File: src/rtl/motion_object_line_fetch_if.sv
// motion_object_line_fetch_if: object RAM / graphics ROM fetch, line-buffer write and control signals
//   master: the line-fetch block (drives addresses, write stream, busy/overflow)
//   slave : the surrounding video system (drives ce, line_start, vline, memory data)
interface motion_object_line_fetch_if;
   logic        ce;
   logic        line_start;
   logic [7:0]  vline;
   logic [7:0]  mo_addr;
   logic [7:0]  mo_data;
   logic [13:0] gfx_addr;
   logic [7:0]  gfx_data;
   logic [7:0]  buf_addr;
   logic [2:0]  buf_ar;
   logic        buf_api;
   logic        buf_we;
   logic        busy;
   logic        overflow;
   modport master(
      input  ce, line_start, vline, mo_data, gfx_data,
      output mo_addr, gfx_addr, buf_addr, buf_ar, buf_api, buf_we, busy, overflow
   );
   modport slave(
      output ce, line_start, vline, mo_data, gfx_data,
      input  mo_addr, gfx_addr, buf_addr, buf_ar, buf_api, buf_we, busy, overflow
   );
endinterface

File: src/rtl/motion_object_line_fetch.sv
// motion_object_line_fetch: scans object RAM for objects on the next scanline and streams their opaque pixels to the line buffer
//   clk, reset   clock, synchronous active-high reset
//   bus          ce/line_start/vline control, object RAM and graphics ROM fetch (1 ce cycle read latency),
//                line-buffer write stream (buf_addr/buf_ar/buf_api/buf_we), busy and overflow status
//   MO_HFLIP_EN  when defined, attr bit 6 mirrors the object horizontally
module motion_object_line_fetch #(
   parameter int NUM_OBJ      = 32,
   parameter int MAX_PER_LINE = 8,
   parameter int OBJ_H        = 16
) (
   input logic                        clk,
   input logic                        reset,
   motion_object_line_fetch_if.master bus
);
   localparam int OW = $clog2(NUM_OBJ);
   localparam int DW = $clog2(MAX_PER_LINE + 1);
   typedef enum logic [2:0] {IDLE, SCAN, ATTR, GFX, DRAW, DONE} state_t;
   state_t        state;
   logic [OW-1:0] obj;
   logic [DW-1:0] drawn;
   logic [2:0]    step;
   logic [3:0]    row;
   logic [7:0]    code, x, p0, p1, p2;
   logic          api;
   logic [7:0]    diff;
   logic [2:0]    bit_sel;
   logic [2:0]    pix;
   logic          last_obj;
   assign diff     = bus.vline - bus.mo_data;
   assign last_obj = obj == OW'(NUM_OBJ - 1);
`ifdef MO_HFLIP_EN
   logic hflip;
   assign bit_sel = hflip ? step : 3'd7 - step;
`else
   assign bit_sel = 3'd7 - step;
`endif
   assign pix = {p2[bit_sel], p1[bit_sel], p0[bit_sel]};
   // step sequences the sub-cycles of each state; memory data returns one ce cycle after its address
   always_ff @(posedge clk) begin
      if (reset) begin
         state        <= IDLE;
         obj          <= '0;
         drawn        <= '0;
         step         <= '0;
         row          <= '0;
         code         <= '0;
         x            <= '0;
         p0           <= '0;
         p1           <= '0;
         p2           <= '0;
         api          <= 1'b0;
`ifdef MO_HFLIP_EN
         hflip        <= 1'b0;
`endif
         bus.mo_addr  <= '0;
         bus.gfx_addr <= '0;
         bus.buf_addr <= '0;
         bus.buf_ar   <= '0;
         bus.buf_api  <= 1'b0;
         bus.buf_we   <= 1'b0;
         bus.busy     <= 1'b0;
         bus.overflow <= 1'b0;
      end else if (bus.ce) begin
         bus.buf_we <= 1'b0;
         if (bus.line_start) begin
            state        <= SCAN;
            obj          <= '0;
            drawn        <= '0;
            step         <= '0;
            bus.busy     <= 1'b1;
            bus.overflow <= 1'b0;
         end else begin
            case (state)
               SCAN: begin
                  step <= step ^ 3'd1;
                  if (step == 3'd0) bus.mo_addr <= {6'(obj), 2'd0};
                  else if (diff < 8'(OBJ_H)) begin
                     if (drawn == DW'(MAX_PER_LINE)) begin
                        bus.overflow <= 1'b1;
                        bus.busy     <= 1'b0;
                        state        <= DONE;
                     end else begin
                        row   <= diff[3:0];
                        state <= ATTR;
                     end
                  end else if (last_obj) begin
                     bus.busy <= 1'b0;
                     state    <= DONE;
                  end else obj <= obj + 1'b1;
               end
               ATTR: begin
                  step <= step + 3'd1;
                  if (step != 3'd3) bus.mo_addr <= {6'(obj), step[1:0] + 2'd1};
                  if (step == 3'd1) code <= bus.mo_data;
                  if (step == 3'd2) begin
                     api <= bus.mo_data[7];
`ifdef MO_HFLIP_EN
                     hflip <= bus.mo_data[6];
`endif
                  end
                  if (step == 3'd3) begin
                     x     <= bus.mo_data;
                     step  <= '0;
                     state <= GFX;
                  end
               end
               GFX: begin
                  step <= step + 3'd1;
                  if (step != 3'd3) bus.gfx_addr <= {code, row, step[1:0]};
                  if (step == 3'd1) p0 <= bus.gfx_data;
                  if (step == 3'd2) p1 <= bus.gfx_data;
                  if (step == 3'd3) begin
                     p2    <= bus.gfx_data;
                     step  <= '0;
                     state <= DRAW;
                  end
               end
               DRAW: begin
                  step         <= step + 3'd1;
                  bus.buf_addr <= x + 8'(step);
                  bus.buf_ar   <= pix;
                  bus.buf_api  <= api;
                  bus.buf_we   <= |pix;
                  if (step == 3'd7) begin
                     drawn <= drawn + 1'b1;
                     if (last_obj) begin
                        bus.busy <= 1'b0;
                        state    <= DONE;
                     end else begin
                        obj   <= obj + 1'b1;
                        state <= SCAN;
                     end
                  end
               end
               default: state <= IDLE;
            endcase
         end
      end
   end
endmodule
File: src/flat_wrapper.sv
// flat-port wrapper written by rule: the top's interface ports become plain ports
module motion_object_line_fetch_flat 
#(
   parameter int NUM_OBJ      = 32,
   parameter int MAX_PER_LINE = 8,
   parameter int OBJ_H        = 16
)
  (clk, reset, bus_ce, bus_line_start, bus_vline, bus_mo_data, bus_gfx_data, bus_mo_addr, bus_gfx_addr, bus_buf_addr, bus_buf_ar, bus_buf_api, bus_buf_we, bus_busy, bus_overflow);
  motion_object_line_fetch_if bus_i ();
  input logic clk;
  input logic reset;
  input wire logic [$bits(bus_i.ce)-1:0] bus_ce;
  input wire logic [$bits(bus_i.line_start)-1:0] bus_line_start;
  input wire logic [$bits(bus_i.vline)-1:0] bus_vline;
  input wire logic [$bits(bus_i.mo_data)-1:0] bus_mo_data;
  input wire logic [$bits(bus_i.gfx_data)-1:0] bus_gfx_data;
  output wire logic [$bits(bus_i.mo_addr)-1:0] bus_mo_addr;
  output wire logic [$bits(bus_i.gfx_addr)-1:0] bus_gfx_addr;
  output wire logic [$bits(bus_i.buf_addr)-1:0] bus_buf_addr;
  output wire logic [$bits(bus_i.buf_ar)-1:0] bus_buf_ar;
  output wire logic [$bits(bus_i.buf_api)-1:0] bus_buf_api;
  output wire logic [$bits(bus_i.buf_we)-1:0] bus_buf_we;
  output wire logic [$bits(bus_i.busy)-1:0] bus_busy;
  output wire logic [$bits(bus_i.overflow)-1:0] bus_overflow;
  assign bus_i.ce = bus_ce;
  assign bus_i.line_start = bus_line_start;
  assign bus_i.vline = bus_vline;
  assign bus_i.mo_data = bus_mo_data;
  assign bus_i.gfx_data = bus_gfx_data;
  assign bus_mo_addr = bus_i.mo_addr;
  assign bus_gfx_addr = bus_i.gfx_addr;
  assign bus_buf_addr = bus_i.buf_addr;
  assign bus_buf_ar = bus_i.buf_ar;
  assign bus_buf_api = bus_i.buf_api;
  assign bus_buf_we = bus_i.buf_we;
  assign bus_busy = bus_i.busy;
  assign bus_overflow = bus_i.overflow;
  motion_object_line_fetch #(.NUM_OBJ(NUM_OBJ), .MAX_PER_LINE(MAX_PER_LINE), .OBJ_H(OBJ_H)) u_core (.clk(clk), .reset(reset), .bus(bus_i));
endmodule
File: config.mk
export PLATFORM = sky130hd
export DESIGN_NAME = motion_object_line_fetch_flat
export DESIGN_NICKNAME = d
export VERILOG_FILES = /design/src/rtl/motion_object_line_fetch_if.sv /design/src/rtl/motion_object_line_fetch.sv /design/src/flat_wrapper.sv
export SDC_FILE = /design/constraint.sdc
export NUM_CORES = 1
export LEC_CHECK = 0
export ABC_AREA = 1
export CORE_MARGIN = 5
export CORE_UTILIZATION = 50
export DETAILED_ROUTE_END_ITERATION = 8
export PLACE_DENSITY = 0.77
export SLEW_MARGIN = 40
export SYNTH_ARGS = -nofsm -noshare
export SYNTH_HDL_FRONTEND = slang
export SYNTH_SLANG_ARGS = --single-unit
File: constraint.sdc
create_clock -name clk -period 2.6 [get_ports clk]
set_input_delay 0.78 -clock clk [delete_from_list [all_inputs] [get_ports clk]]
set_output_delay 0.78 -clock clk [all_outputs]
set_load 0.02 [all_outputs]
==> results.sh <==
export IMPL_grt_max_degree=47
export IMPL_finalPower_uw=2900
export IMPL_r2r_slack_ns=0.44
export IMPL_coreArea_mm2=0.00933
export IMPL_powerDensity_mw_per_mm2=470
export IMPL_cts_sink_count=96
export IMPL_ys_flop_type="dfxtp_1"
export IMPL_drtIter0Drc=213
export IMPL_cts_root_buf="clkbuf_8"
export IMPL_die_h_um=108
export IMPL_fmax_mhz=397
export IMPL_dieArea_mm2=0.0117
export IMPL_fin_crit_sh_pct=96.8
export IMPL_timing_worst_setup_path_type="in -> reg"
export IMPL_hold_path_class="reg -> reg"
export IMPL_dpl_cell_area_mm2=0.00578
export IMPL_switching_share_pct=27.2
export IMPL_die_w_um=108
export IMPL_cts_tree="yes"
export IMPL_hold_buffers=0
export IMPL_via_per_inst=5.19
export IMPL_drt_wirelength_per_cell_um=13.9
export IMPL_yosysSeqAreaShare_pct=39.9
export IMPL_ys_warnings_count=0
export IMPL_wl_mm=12.0
export IMPL_p_comb_share_pct=15.7
export IMPL_drt_antenna_violating_nets=0
export IMPL_clockBufferDepth=2
export IMPL_fin_area_mm2=0.00618
export IMPL_setup_violations=0
export IMPL_rr_worst_depth=9
export IMPL_synth_edf_count=0
export IMPL_cts_buffers=9
export IMPL_status="finished clean"
export IMPL_endpoint="u_core.state[0]$_SDFFE_PP0P_"
export IMPL_grt_usage_pct=20.7
export IMPL_h_tree_depth=3
export IMPL_p_clk_share_pct=32.7
export IMPL_drive_above_1_share_pct=18.6
export IMPL_cp_start_kind="input pin"
export IMPL_io_buffers=63
export IMPL_layout_common_cells="96 x dfxtp_1, 80 x inv_1, 79 x a21oi_1"
export IMPL_slew_viol_final=0
export IMPL_finalNetCount=784
export IMPL_worstPathArrival_ns=2.77
export IMPL_power_internal_uw=2110
export IMPL_max_vdd_ir_drop_mv=0.233
export IMPL_clk_pin_slew_ns=0.09
export IMPL_rr_startpoint="u_core.step[0]$_SDFFE_PP0P_"
export IMPL_leakage_uw=0.00252
export IMPL_initial_core_util_pct=51.6
export IMPL_maxCapViolCount=0
export IMPL_reg2reg_to="u_core.bus.mo_addr[3]$_SDFFE_PP0P_"
export IMPL_area_growth_pct=28.5
export IMPL_hpwl_mm=8.76
export IMPL_async_reset_ff_share_pct=0
export IMPL_post_synth_num_cell_types=48
export IMPL_end_kind="flop"
export IMPL_required_ns=2.86
export IMPL_syn_nets=692
export IMPL_synth_seq_cells=96
export IMPL_skew_ns=0.00987
export IMPL_rows=35
export IMPL_startpoint="bus_mo_data[5]"
export IMPL_syn_area_mm2=0.00481
export IMPL_vias=4499
export IMPL_power_switching_uw=790
export IMPL_grt_remaining_overflow=0
export IMPL_synthCells=641
export IMPL_top_level_ports=65
export IMPL_clk_latency_ns=0.37
export IMPL_drt_pass1_iter_count=5
export IMPL_gp_congestion=0.831
export IMPL_min_period_ns=2.52
export IMPL_cp_max_fo=6
export IMPL_hold_violations=0
export IMPL_drc=0
export IMPL_avgSynthCellArea_um2=7.51
export IMPL_layout_commonest_cell="dfxtp_1"
export IMPL_grt_pass1_wl_mm=19.5
export IMPL_power_share_sequential_pct=51.6
export IMPL_grt_antenna_before_repair=0
export IMPL_grt_pass1_vias=4173
export IMPL_antennaDiodeCount=0
power groups by stage:
stage	combinational (uW)	sequential, uW	clock, uW
after detailed placement	390	1530	0
after floorplan	227	1540	0
final	455	1500	950
after global routing	497	1500	1030
after CTS	411	1500	961
after global placement	379	1530	0
synth_stat cells (2+ instances only):
cell type  instances  share of area, %
a211oi_1           2              0.31
a21oi_1           83               8.6
a21oi_4            2              0.68
buf_2              3              0.31
buf_4              2              0.31
clkbuf_1          16               1.2
dfxtp_1           96                40
fa_1               2              0.83
ha_1              21               5.5
inv_1             86               6.7
inv_2             13               1.0
nand2_1           68               5.3
nand2_2            5              0.65
nand2_4            2              0.47
nand3_1           33               3.4
nand3b_1           3              0.47
nand4_1            4              0.52
nor2_1            59               4.6
nor2_2             3              0.39
nor2_4             6               1.4
nor3_1             3              0.31
nor3_2             2              0.42
o211ai_1           4              0.62
o21ai_0           81               8.4
o21ai_1            7              0.73
o21ai_2            4              0.73
xnor2_1            2              0.36
xor2_1             9               1.6
flip-flops by register name, indices dropped and copies added, names as in the netlist, 3 cells and up:
signal and count:
u_core.x 8, u_core.p2 8, u_core.state 3, u_core.row 4
u_core.drawn 4, u_core.bus.buf_ar 3, u_core.bus.buf_addr 8, u_core.code 8
u_core.p1 8, u_core.bus.mo_addr 7, u_core.obj 5, u_core.step 3
u_core.bus.gfx_addr 14, u_core.p0 8
worst min path at each step:
stage,from,endpoint,slack [ns],cells after the start
detailed placement,u_core.p1[4]$_SDFFE_PP0P_,u_core.p1[4]$_SDFFE_PP0P_,0.43,2
finish,u_core.p1[4]$_SDFFE_PP0P_,u_core.p1[4]$_SDFFE_PP0P_,0.45,2
floorplan,u_core.p1[0]$_SDFFE_PP0P_,u_core.p1[0]$_SDFFE_PP0P_,0.42,2
CTS,u_core.p1[4]$_SDFFE_PP0P_,u_core.p1[4]$_SDFFE_PP0P_,0.45,2
global route,u_core.bus.gfx_addr[1]$_SDFFE_PP0P_,u_core.bus.gfx_addr[1]$_SDFFE_PP0P_,0.46,2
global placement,u_core.p1[4]$_SDFFE_PP0P_,u_core.p1[4]$_SDFFE_PP0P_,0.43,2
cell type report:
cell class              instances  area [um^2]
fillers                       777         3140
multi-input cells             420         2560
flip-flops and latches         96         1920
repair buffers                104          966
inverters                     102          387
clock buffers                  12          165
well taps                     129          161
clock inverters                 4         26.3
cell families after synthesis:
| kind of cell | synth area share, % |
|---|---|
| simple gates | 20.2 |
| compound gates | 21.3 |
| buf+inv | 10.2 |
| flops | 39.9 |
| fa+ha+maj | 6.29 |
| xor+xnor | 2.00 |
| other cells | 0.0779 |
timing repair:
item,CTS,global route
endpoints found under the hold margin,0,0
setup endpoints to repair,14,14
buffers inserted,2,3
gates resized for setup,18,30
pin swaps,10,22
per-stage QoR:
stage	utilization (%)	TNS [ns]	hold WS, ns	std cells	worst slack (ns)
2_1_floorplan	-	0	0.420	641	0.0833
6_report	66.3	0	0.446	867	0.0822
3_5_place_dp	62.0	-6.80	0.434	846	-0.549
5_1_grt	66.3	-0.0634	0.464	867	-0.0459
3_3_place_gp	62.0	-5.65	0.429	846	-0.440
4_1_cts	64.7	0	0.447	864	0.000768
critical path: stages:
cell and delay, ns:
clkdlybuf4s50_1 0.49, inv_2 0.06, ha_4 0.29, nand2_2 0.06, nor2_2 0.11, nand3_2 0.08, nand2_1 0.07, nand2_1 0.07
nand2_2 0.10, nand2_4 0.07, nor2_8 0.17, nor2_4 0.07, nor2_4 0.12, inv_2 0.07, nor2_2 0.09, a21oi_1 0.06
per-layer routing:
layer	GRT usage [%]	wire [um]	up-vias
li1	-	-	2276
met1	27.0	5250	2043
met2	34.5	5850	150
met3	3.64	630	30
met4	7.30	296	0
met5	0	0	-
(Power assumes the default switching activity.)
